===== config.mk =====
export PLATFORM = sky130hd
export DESIGN_NAME = byte_accum_ctrl
export DESIGN_NICKNAME = d
export VERILOG_FILES = /design/src/rtl/byte_accum_ctrl.sv
export SDC_FILE = /design/constraint.sdc
export NUM_CORES = 1
export LEC_CHECK = 0
export BUFFER_PORTS_ARGS = -buffer_cell sky130_fd_sc_hd__buf_2
export CAP_MARGIN = 20
export CORE_UTILIZATION = 47
export CTS_CLUSTER_SIZE = 20
export DETAILED_ROUTE_END_ITERATION = 12
export PLACE_DENSITY_LB_ADDON = 0.12
export SETUP_SLACK_MARGIN = 0.15
export SLEW_MARGIN = 10
export SYNTH_ARGS = -nofsm -noshare
export SYNTH_HDL_FRONTEND = slang
export SYNTH_SLANG_ARGS = --single-unit

===== constraint.sdc =====
create_clock -name clk_in -period 2.23 [get_ports clk_in]
set_input_delay 0.3345 -clock clk_in [delete_from_list [all_inputs] [get_ports clk_in]]
set_output_delay 0.3345 -clock clk_in [all_outputs]
set_load 0.01 [all_outputs]

===== src/rtl/byte_accum_ctrl.sv =====
// byte_accum_ctrl: accumulates a burst of 1-16 bytes through an external 8-bit adder into a 16-bit total
//   clk_in, reset_in (async, active-high)
//   start_in, len_in            : begin a burst of len_in bytes (0 means 16)
//   data_in/valid/ready         : byte stream, accepted while accumulating
//   add_a/b/cin_out, add_sum/cout_in : external adder operands and its combinational result
//   result_out/valid/ready      : completed total handshake
//   busy_out                    : high while a burst is in flight or its result is pending
module byte_accum_ctrl (
    input  logic        clk_in,
    input  logic        reset_in,
    input  logic        start_in,
    input  logic [3:0]  len_in,
    input  logic [7:0]  data_in,
    input  logic        data_valid_in,
    output logic        data_ready_out,
    output logic [7:0]  add_a_out,
    output logic [7:0]  add_b_out,
    output logic        add_cin_out,
    input  logic [7:0]  add_sum_in,
    input  logic        add_cout_in,
    output logic [15:0] result_out,
    output logic        result_valid_out,
    input  logic        result_ready_in,
    output logic        busy_out
);
    localparam logic [1:0] IDLE  = 2'd0;
    localparam logic [1:0] ACCUM = 2'd1;
    localparam logic [1:0] DONE  = 2'd2;
    logic [1:0] state;
    logic [7:0] acc_lo;
    logic [7:0] acc_hi;
    logic [4:0] remaining;
    logic       hs;
    assign data_ready_out   = state == ACCUM;
    assign result_valid_out = state == DONE;
    assign busy_out         = state != IDLE;
    assign hs               = data_valid_in & data_ready_out;
    assign add_a_out        = acc_lo;
    assign add_b_out        = data_in;
    assign add_cin_out      = 1'b0;
    assign result_out       = {acc_hi, acc_lo};
    always_ff @(posedge clk_in or posedge reset_in) begin
        if (reset_in) begin
            state     <= IDLE;
            acc_lo    <= 8'h00;
            acc_hi    <= 8'h00;
            remaining <= 5'd0;
        end else begin
            case (state)
                IDLE: if (start_in) begin
                    state     <= ACCUM;
                    acc_lo    <= 8'h00;
                    acc_hi    <= 8'h00;
                    remaining <= (len_in == 4'd0) ? 5'd16 : {1'b0, len_in};
                end
                ACCUM: if (hs) begin
                    // each adder carry out of the low byte bumps the high byte
                    acc_lo    <= add_sum_in;
                    acc_hi    <= acc_hi + {7'd0, add_cout_in};
                    remaining <= remaining - 5'd1;
                    if (remaining == 5'd1) state <= DONE;
                end
                DONE: if (result_ready_in) state <= IDLE;
                default: state <= IDLE;
            endcase
        end
    end
endmodule


# Word level (Yosys, flattened, before mapping)
# Index checks and enable logic that the tools add are counted.
dict set report word_totals {
  inputBits 26
  wordCells 34
  out_inout_bits 36
  register_bits 23
}
dict set report op_classes {
  muxes 14
  n_addsub 2
  bitwise_logic 1
  n_eq_ne 7
  n_reduce_logical 6
}
# operator count
set op_table {}
lappend op_table {{$pmux 8 s2} 2}
lappend op_table {{$mux 8} 3}
lappend op_table {{$mux 5} 3}
lappend op_table {{$pmux 5 s2} 1}
lappend op_table {{$add 8x1->8} 1}
lappend op_table {{$mux 2} 4}
lappend op_table {{$ne 2x1->1 const B} 3}
lappend op_table {{$pmux 2 s3} 1}
lappend op_table {{$eq 5x1->1 const B} 1}
lappend op_table {{$sub 5x1->5 const B} 1}
lappend op_table {{$logic_not 4->1} 1}
lappend op_table {{$reduce_and 4->1} 1}
lappend op_table {{$reduce_bool 2->1} 2}
lappend op_table {{$reduce_and 3->1} 1}
lappend op_table {{$eq 2x1->1 const B} 1}
lappend op_table {{$eq 2x2->1 const B} 1}
lappend op_table {{$logic_not 2->1} 1}
lappend op_table {{$ne 2x2->1 const B} 1}
lappend op_table {{$and 1x1->1} 1}

# Logic depth before layout (Yosys ltp)
# Gate-level depths: netlist (run 1).
dict set report depth {
  depth_word 4
  depth_mapped 6
  depth_no_buf 5
}

# Least setup slack after synthesis (run 1)
# OpenSTA, ideal clock, no wires.
dict set report synth_path {
  path_type {register to register}
  from {register remaining[0]}
  to {register remaining[4]}
  setup_time_ps 132
  stages_incl_launch_ff 6
  path_slack_ps 737
  t_arrival_ps 1361
  required_time_ps 2098
  path_cell_list {dfrtp_1 -> inv_1 -> ha_1 -> or3b_2 -> a211oi_1 -> o22ai_1}
}
dict set report synth_via {
  elab_chain_cells 3
}
# item line_no
set synth_rtl {}
lappend synth_rtl {{from (decl)} 32} ;# logic [4:0] remaining;
lappend synth_rtl {{from (signal assigned)} 54} ;# remaining <= (len_in == 4'd0) ? 5'd16 : {1'b0, len_in};
lappend synth_rtl {{from (signal assigned)} 60} ;# remaining <= remaining - 5'd1;
lappend synth_rtl {{$sub 5x1->5} 60}
lappend synth_rtl {{$mux 5} 56} ;# ACCUM: if (hs) begin
lappend synth_rtl {{$pmux 5 s2} 49} ;# case (state)
# Every way passes these cells. The select of a mux whose other input is x is not followed.
# A chain may end at the register's enable or synchronous reset.

# Worst setup path after layout (run 1)
dict set report layout_path {
  from {register state[1]}
  to {output port data_ready_out}
}
dict set report layout_via {
  elab_chain_cells 1
}
# item line_no
set layout_rtl {}
lappend layout_rtl {{from (decl)} 29} ;# logic [1:0] state;
lappend layout_rtl {{from (signal assigned)} 44} ;# state <= IDLE;
lappend layout_rtl {{from (signal assigned)} 51} ;# state <= ACCUM;
lappend layout_rtl {{from (signal assigned)} 61} ;# if (remaining == 5'd1) state <= DONE;
lappend layout_rtl {{$eq 2x1->1} 34} ;# assign data_ready_out = state == ACCUM;
lappend layout_rtl {{to (decl)} 15} ;# output logic data_ready_out,
# Every way passes these cells.

==> flow_metrics.tcl, run 1 <==
set metrics [dict create \
    status "finished clean" \
    grt_pass1_vias 912 \
    finalNonFillerCells 185 \
    post_synth_num_cell_types 41 \
    worst_slew_pin_slew_ns 0.503 \
    combPwrFrac_pct 44.7 \
    placed_area_um2 1430 \
    p_switching_mw 0.655 \
    dieArea_um2 3030 \
    period_share_pct 83.4 \
    regArea_um2 576 \
    synthTopCellsByArea "dfrtp_1 43%, buf_4 10%, a22o_1 6.6%" \
    rr_startpoint "state[1]$_DFFE_PP0P_" \
    root_buffer "clkbuf_4" \
    hold_buffers 0 \
    relSlewSlack_pct 66.5 \
    dr_wl_met3_um 122 \
    cts_made_buffers 3 \
    setup.worst_path.class "flop to primary output" \
    setup_tns_ns 0 \
    crit_start "state[1]$_DFFE_PP0P_" \
    crit_required_ns 1.90 \
    end_kind "primary output" \
    drtIter0Drc 20 \
    vias_per_cell 5.71 \
    fillCellCount 237 \
    rsz0062_at_grt "false" \
    ys_ff_latch 23 \
    seq_area_frac_synth_pct 43.5 \
    p_per_area_nw_per_um2 1100 \
    power.total_mw 1.61 \
    synth_area_leader_cell "dfrtp_1" \
    multi_input_area_um2 556 \
    ant_nets 0 \
    post-synth-top-count-cell "dfrtp_1" \
    synth_area_um2 1320 \
    grt_max_degree 24 \
    areaGrowthSynthToFinish_pct 10.4 \
    grt_use_total_pct 19.2 \
    post_cts_resized 0 \
    setup_violations 0 \
    hp-class "input pin to async pin" \
    p_sw_share_pct 40.7 \
    synth-edff-count 0 \
    synth_common_cells "23 x dfrtp_1, 18 x buf_4, 10 x a22o_1" \
    clkPwrFrac_pct 12.2 \
    dr_wl_met2_mm 1.26 \
    ys.warnings.count 0 \
    slew_viol_final 0 \
    htree_num_levels 1 \
    ios 62 \
    synth_top_cell_area_share_pct 43.5 \
    setup.worst_path.start_class "flop" \
    dp_cells 181 \
    crit_fanout 19 \
    avgSynthCellArea_um2 10.3 \
    power_frac_seq_pct 43.1 \
    core-area_um2 2570 \
    grt_antenna_before_repair 0 \
    met1_length_mm 1.24 \
    synthCells 129 \
    clk_pin_slew_worst_paths_ns 0.13 \
    rows 18 \
    power.internal_mw 0.954 \
    synth_flop_cell "dfrtp_1" \
    dr.max_layer_used "met4" \
    grt-ovfl-total 0 \
    fp.dieW_um 55.1 \
    dr.pass1.iters 4 \
    syn-num-nets 159 \
    fin_nets 186 \
    max_freq_mhz 537 \
    leakage_nw 0.759 \
    post-route-drc-count 0 \
    postLayoutCoreUtil_pct 56.9 \
    n_antenna_cell 0 \
    grt_pass1_wl_mm 4.13 \
    post_cts.repair.setup_buffers 0 \
    synthArstFlopShare_pct 100 \
    vias 1057 \
    routed_wl_mm 2.66 \
    clkSinkCount 23 \
    cts_tree "yes" \
    clkLatencyLatePin_ns 0.31 \
    layout-drive-gt1-share_pct 35.5 \
    fin_worst_skew_ns 0.00730 \
    layout_min_cycle_time_ns 1.86 \
    final_hold_viol_count 0 \
    port_buffers 44 \
    design_area_um2 1460 \
    dp_hpwl_mm 1.94 \
    gp_congestion 0.868 \
    cap_violations 0 \
    fp.dieH_um 55.1 \
    vdd_ir_drop_max_mv 0.709 \
    avgRoutedWirePerCell_um 14.4 \
    cp.arrival_ns 1.53 \
    initial_utilization_pct 51.6 \
    cts_buffer_depth 2 \
]
==> power groups by stage <==
stage	Sequential, mW	Combinational (mW)	Clock, mW
after global routing	0.713	0.816	0.220
after floorplan	0.690	0.572	0
after global placement	0.696	0.722	0
final	0.694	0.719	0.196
after CTS	0.693	0.730	0.203
after detailed placement	0.701	0.727	0
==> sequential cells by signal, indices dropped and copies added (netlist names) <==
| register | count |
|---|---|
| remaining | 5 |
| state | 2 |
| add_a_out | 8 |
| acc_hi | 8 |
==> worst max-delay path: stages (launching register included) <==
cell and delay, ns:
dfrtp_1 0.68, nand2b_1 0.32, inv_2 0.07, buf_2 0.14
==> cells by family after synthesis <==
kind of cell | synth area share, %
mux | 0.756
flops | 43.5
simple gates | 16.6
xor+xnor | 0.662
other cells | 0.283
fa+ha+maj | 3.78
buf+inv | 14.6
compound gates | 19.8
==> stage by stage <==
stage | hold WS [ns] | setup slack [ns]
floorplan | 0.336 | 0.737
global placement | 0.387 | 0.557
detailed placement | 0.395 | 0.544
CTS | 0.0369 | 0.386
global route | 0.0572 | 0.252
finish | 0.0316 | 0.369
==> cells in the final DEF (no fill, tap or decap), types with 2 or more instances in the layout <==
cell       netlist  final
nand3_1          2      2
buf_2            4     44
dfrtp_1         23     23
inv_1            7      7
or4_1            4      4
ha_1             4      4
o22a_1           2      2
clkbuf_4         0      3
a211oi_1         3      3
nand3b_1         3      3
o31ai_1          5      5
buf_4           18      2
nand2_1          2      2
a21oi_1          7      7
a2111oi_0        2      2
a22o_1          10     10
or3_1            2      2
nor3b_1          2      2
o21ai_0          2      2
nor2_1           3      3
or2_2            2      2
==> layout make-up <==
class                   instances  area share (%)
flip-flops and latches         23            39.4
clock inverters                 1           0.342
clock buffers                   3            1.54
multi-input cells              74            38.0
repair buffers                 46            16.1
inverters                       8            2.05
well taps                      30            2.57
==> final timing paths <==
path	endpoint	slack, ns	cells after the start
setup / recovery	data_ready_out	0.37	3
hold reg to reg	add_a_out[7]$_DFFE_PP0P_	0.54	1
setup reg to reg	add_a_out[3]$_DFFE_PP0P_	0.51	4
max in group asynchronous	add_a_out[2]$_DFFE_PP0P_	1.97	3
min in group clk_in	add_a_out[7]$_DFFE_PP0P_	0.24	2
hold / removal	acc_hi[5]$_DFFE_PP0P_	0.03	3
==> metal layers <==
layer	up-vias	track usage [%]
li1	510	-
met1	509	24.5
met2	28	30.9
met3	10	3.55
met4	0	9.58
met5	-	0
(Power assumes the default switching activity.)
==> inputs of run 2 (changes only) <==
- CORE_UTILIZATION: 47 -> 41
- clock period: 2.23 -> 1.7 ns (I/O delays scaled with it)
==> run 2 against run 1 <==
Via count rose by 4.1%. Sequential share of layout area fell by 3.1 points. Clock skew rose by 0.0054 ns. Setup slack got worse by 0.17 ns. Critical path depth rose by 1. Worst hold slack improved by 0.12 ns. Critical path type is now flop to flop. Critical endpoint is now acc_hi[6]$_DFFE_PP0P_. Largest cell class is now multi-input combinational cells. Highest routed layer unchanged.
==> flow_metrics.tcl, run 2 (synthesis results as in run 1) <==
set metrics [dict create \
    final_hold_viol_count 0 \
    regArea_um2 578 \
    layout_min_cycle_time_ns 1.50 \
    areaGrowthSynthToFinish_pct 20.3 \
    grt_use_total_pct 17.6 \
    timing.hold.ws_ns 0.149 \
    core-area_um2 3050 \
    clkPwrFrac_pct 11.2 \
    final_cell_mix "44 x buf_2, 21 x dfrtp_1, 10 x a22o_1, 10 x buf_4" \
    combPwrFrac_pct 50.0 \
    setup_tns_ns 0 \
    dp_cells 199 \
    htree_num_levels 1 \
    hp-class "input pin to flop" \
    period_share_pct 88.5 \
    cap_violations 0 \
    p_sw_share_pct 39.7 \
    max_freq_mhz 665 \
    rows 20 \
    avgRoutedWirePerCell_um 13.9 \
    r2r-end "acc_hi[6]$_DFFE_PP0P_" \
    finalNonFillerCells 208 \
    fp.dieH_um 58.8 \
    ant_nets 0 \
    setup_violations 0 \
    rr_startpoint "state[0]$_DFFE_PP0P_" \
    p_switching_mw 0.910 \
    cp.arrival_ns 1.76 \
    reg2regPathDepth 4 \
    grt_pass1_wl_mm 4.57 \
    crit_required_ns 1.95 \
    n_antenna_cell 0 \
    drtIter0Drc 37 \
    dieArea_um2 3460 \
    min_from "add_sum_in[7]" \
    placed_area_um2 1480 \
    vdd_ir_drop_max_mv 0.754 \
    post-route-drc-count 0 \
    slowest_delay_ns 0.49 \
    cts_buffer_depth 2 \
    dp_hpwl_mm 2.00 \
    power_frac_seq_pct 38.8 \
    clkSinkCount 23 \
    min_to "add_a_out[7]$_DFFE_PP0P_" \
    clkLatencyLatePin_ns 0.32 \
    dr.pass1.iters 4 \
    gp_congestion 0.882 \
    fillCellCount 311 \
    fin_worst_skew_ns 0.0127 \
    mostFrequentLayoutCell "buf_2" \
    vias 1100 \
    fp.dieW_um 58.8 \
    crit_fanout 8 \
    setup.worst_path.start_class "flop" \
    power.total_mw 2.29 \
    cts_tree "yes" \
    multi_input_area_um2 597 \
    root_buffer "clkbuf_4" \
    p_per_area_nw_per_um2 1440 \
    layout-drive-gt1-share_pct 45.7 \
    cts_made_buffers 3 \
    slew_viol_final 0 \
    grt-ovfl-total 0 \
    vias_per_cell 5.29 \
    worstPathCellList "mux2i_2, buf_4, or4_1, a21oi_1" \
    rsz0062_at_grt "true" \
    fin_nets 195 \
    port_buffers 44 \
    leakage_nw 0.796 \
    crit_slowest_cell "or4_1" \
    grt_max_degree 24 \
    clk_pin_slew_worst_paths_ns 0.14 \
    design_area_um2 1590 \
    ios 62 \
    whs_path_depth 2 \
    grt_pass1_vias 974 \
    end_kind "flop" \
    power.internal_mw 1.38 \
    initial_utilization_pct 43.4 \
    setup.worst_path.class "flop to flop" \
    reg2reg_slack_ns 0.20 \
    status "finished clean" \
    grt_antenna_before_repair 0 \
    routed_wl_mm 2.89 \
]
-- run 2: cell count changes in the layout (fill, tap and decap cells not counted), moves of 2 or more --
cell / change
dfrtp_2: +2
buf_4: +8
dfrtp_1: -2
ha_2: +2
ha_1: -3
-- run 2: how the worst max path moves through the flow --
stage | start | to | slack, ns | cells past startpoint
after floorplan | remaining[0]$_DFFE_PP0P_ | remaining[4]$_DFFE_PP0P_ | 0.21 | 5
after global placement | remaining[0]$_DFFE_PP0P_ | remaining[4]$_DFFE_PP0P_ | 0.15 | 5
after detailed placement | remaining[0]$_DFFE_PP0P_ | remaining[4]$_DFFE_PP0P_ | 0.09 | 5
after CTS | remaining[1]$_DFFE_PP0P_ | remaining[4]$_DFFE_PP0P_ | 0.15 | 5
after global routing | state[0]$_DFFE_PP0P_ | acc_hi[7]$_DFFE_PP0P_ | 0.1 | 4
final | state[0]$_DFFE_PP0P_ | acc_hi[6]$_DFFE_PP0P_ | 0.20 | 4
-- run 2: power by group through the flow --
stage	Sequential [mW]	Clock [mW]	Combinational [mW]
3_3_place_gp	0.884	0	1.00
4_1_cts	0.879	0.259	1.06
6_report	0.890	0.255	1.15
5_1_grt	0.919	0.283	1.29
2_1_floorplan	0.905	0	0.750
3_5_place_dp	0.888	0	1.01
-- run 2: what timing repair did --
action | in CTS | in global routing
endpoints found under the setup margin | 3 | 20
hold buffers | 1 | 0
endpoints found under the hold margin | 23 | 0
setup buffers | 1 | 3
pin swaps | 0 | 2
resized for setup | 6 | 9
-- run 2: per-stage QoR --
step / utilization [%] / setup slack (ns)
4_1_cts: 50.5 / 0.153
3_5_place_dp: 48.5 / 0.0901
6_report: 52.2 / 0.196
2_1_floorplan: - / 0.207
3_3_place_gp: 48.5 / 0.155
5_1_grt: 52.2 / 0.0987
-- run 2: per-layer routing --
metal	vias up	share of wire [%]	global-route usage, %
met5	-	0	0
met4	0	0.45	3.06
met3	2	4.9	4.62
met2	32	51	29.4
met1	542	43	23.1
li1	524	-	-
-- run 2: final cells by class --
class | count | area share (%)
well taps | 44 | 3.46
multi-input cells | 74 | 37.5
clock buffers | 3 | 1.41
repair buffers | 55 | 19.2
clock inverters | 1 | 0.314
flip-flops and latches | 23 | 36.3
inverters | 8 | 1.89
-- run 2: critical path, delay by kind of cell, from the launching register on --
| kind | cells | cell delay [ns] |
|---|---|---|
| AO/OA/AOI/OAI | 1 | 0.15 |
| flip-flops | 1 | 0.46 |
| buffers and inverters | 1 | 0.17 |
| multiplexers | 1 | 0.17 |
| AND/OR/NAND/NOR | 1 | 0.49 |
==> inputs of run 3 (changes only) <==
- PLACE_DENSITY: default -> 0.79
- PLACE_DENSITY_LB_ADDON: 0.12 -> default
==> run 3 against run 2 <==
Largest cell class unchanged. Register-to-register slack got worse by 0.03 ns. Critical path depth rose by 1. Core utilization is 1.2 points higher. Critical endpoint is now remaining[3]$_DFFE_PP0P_. Fmax shrank 1.7%. Sequential cell count unchanged. Combinational power increased by 7%. Via count is 2.0% higher. Clock power fell by 4%.
==> flow_metrics.tcl, run 3 (synthesis results as in run 1) <==
set metrics [dict create \
    final_hold_viol_count 0 \
    vias_per_cell 5.39 \
    dieArea_um2 3460 \
    period_share_pct 90.0 \
    rsz0062_at_grt "true" \
    setup_violations 0 \
    crit_required_ns 1.91 \
    fp.dieH_um 58.8 \
    grt_antenna_before_repair 0 \
    r2r-end "remaining[3]$_DFFE_PP0P_" \
    dp_hpwl_mm 2.09 \
    rows 20 \
    grt_pass1_vias 1114 \
    setup.worst_path.start_class "flop" \
    fp.dieW_um 58.8 \
    ios 62 \
    p_switching_mw 0.954 \
    cp.arrival_ns 1.74 \
    setup.worst_path.class "flop to flop" \
    clkPwrFrac_pct 10.4 \
    power_frac_seq_pct 37.7 \
    power.internal_mw 1.42 \
    reg2reg_slack_ns 0.17 \
    worst_slew_pin_slew_ns 0.497 \
    relSlewSlack_pct 66.7 \
    crit_slowest_cell "dfrtp_1" \
    slowest_delay_ns 0.41 \
    final_cell_mix "42 x buf_2, 22 x dfrtp_1, 10 x a22o_1" \
    gp_congestion 0.789 \
    n_antenna_cell 0 \
    drtIter0Drc 42 \
    reg2regPathDepth 5 \
    rr_startpoint "remaining[0]$_DFFE_PP0P_" \
    combPwrFrac_pct 51.9 \
    fin_nets 195 \
    dr.pass1.iters 4 \
    mostFrequentLayoutCell "buf_2" \
    areaGrowthSynthToFinish_pct 23.2 \
    p_per_area_nw_per_um2 1460 \
    end_kind "flop" \
    vias 1122 \
    setup_tns_ns 0 \
    cap_violations 0 \
    cts_made_buffers 3 \
    clkLatencyLatePin_ns 0.30 \
    dp_cells 198 \
    core-area_um2 3050 \
    p_sw_share_pct 40.1 \
    slew_viol_final 0 \
    crit_start "remaining[0]$_DFFE_PP0P_" \
    layout_min_cycle_time_ns 1.53 \
    port_buffers 44 \
    cts_buffer_depth 2 \
    grt_max_degree 24 \
    vdd_ir_drop_max_mv 0.554 \
    postLayoutCoreUtil_pct 53.4 \
    fin_worst_skew_ns 0.00155 \
    leakage_nw 0.804 \
    grt_pass1_wl_mm 4.59 \
    status "finished clean" \
    hp-class "input pin to flop" \
    clk_pin_slew_worst_paths_ns 0.12 \
    ant_nets 0 \
    worstPathCellList "buf_4, buf_4, or3_1, o22a_1, o22a_1" \
    post-route-drc-count 0 \
    layout-drive-gt1-share_pct 46.3 \
    avgRoutedWirePerCell_um 14.3 \
    cts_tree "yes" \
    crit_fanout 3 \
    grt-ovfl-total 0 \
    root_buffer "clkbuf_4" \
    cp-endpoint "remaining[3]$_DFFE_PP0P_" \
    finalNonFillerCells 208 \
    max_freq_mhz 653 \
    routed_wl_mm 2.97 \
    grt_use_total_pct 17.3 \
    initial_utilization_pct 43.4 \
    htree_num_levels 1 \
    clkSinkCount 23 \
]
-- run 3: worst min-delay path by stage --
| stage | startpoint | endpoint | slack, ns | cells past startpoint |
|---|---|---|---|---|
| 2_1_floorplan | reset_in | acc_hi[0]$_DFFE_PP0P_ | 0.26 | 1 |
| 3_3_place_gp | reset_in | add_a_out[1]$_DFFE_PP0P_ | 0.31 | 3 |
| 3_5_place_dp | reset_in | add_a_out[0]$_DFFE_PP0P_ | 0.31 | 3 |
| 4_1_cts | add_sum_in[5] | add_a_out[5]$_DFFE_PP0P_ | 0.16 | 2 |
| 5_1_grt | add_sum_in[0] | add_a_out[0]$_DFFE_PP0P_ | 0.15 | 2 |
| 6_report | add_sum_in[0] | add_a_out[0]$_DFFE_PP0P_ | 0.17 | 2 |
-- run 3: metrics by stage --
step / total power, mW / hold WS [ns] / area (µm²) / setup WS, ns
2_1_floorplan: 1.65 / 0.257 / 1320 / 0.207
3_5_place_dp: 1.92 / 0.312 / 1470 / 0.0747
5_1_grt: 2.55 / 0.150 / 1630 / 0.103
4_1_cts: 2.27 / 0.157 / 1560 / 0.116
3_3_place_gp: 1.87 / 0.306 / 1470 / 0.167
6_report: 2.38 / 0.165 / 1630 / 0.169
-- run 3: final cells by class --
class	instances	area [µm²]
Clock buffer	4	26.3
Multi-Input combinational cell	74	621
Inverter	8	30.0
Sequential cell	23	577
Timing Repair Buffer	55	322
Fill cell	296	1420
Tap cell	44	55.1
-- run 3: worst max-delay path, delay by kind of cell, from the launching register on --
| family | cells | cell delay (ns) |
|---|---|---|
| AND/OR/NAND/NOR | 1 | 0.40 |
| buffers and inverters | 2 | 0.26 |
| AO/OA/AOI/OAI | 2 | 0.37 |
| flip-flops | 1 | 0.41 |
-- run 3: repair_timing --
item	4_1_cts	5_1_grt
buffers inserted	3	2
endpoints found under the hold margin	23	0
hold buffers	1	0
pin swaps	0	2
endpoints found under the setup margin	5	20
gates resized for setup	8	15
-- run 3: power groups by stage --
stage          Combinational [mW]  Clock, mW  Sequential [mW]
3_5_place_dp                 1.03          0            0.881
2_1_floorplan               0.750          0            0.905
3_3_place_gp                0.994          0            0.876
5_1_grt                      1.35      0.283            0.920
4_1_cts                      1.14      0.258            0.872
6_report                     1.23      0.246            0.895
-- run 3: metal layers --
metal | vias up | track usage [%] | part of all wire [%]
met5 | - | 0 | 0
met4 | 0 | 9.18 | 2.6
met3 | 8 | 2.20 | 4.4
met2 | 36 | 30.2 | 52
met1 | 551 | 20.7 | 41
li1 | 527 | - | -
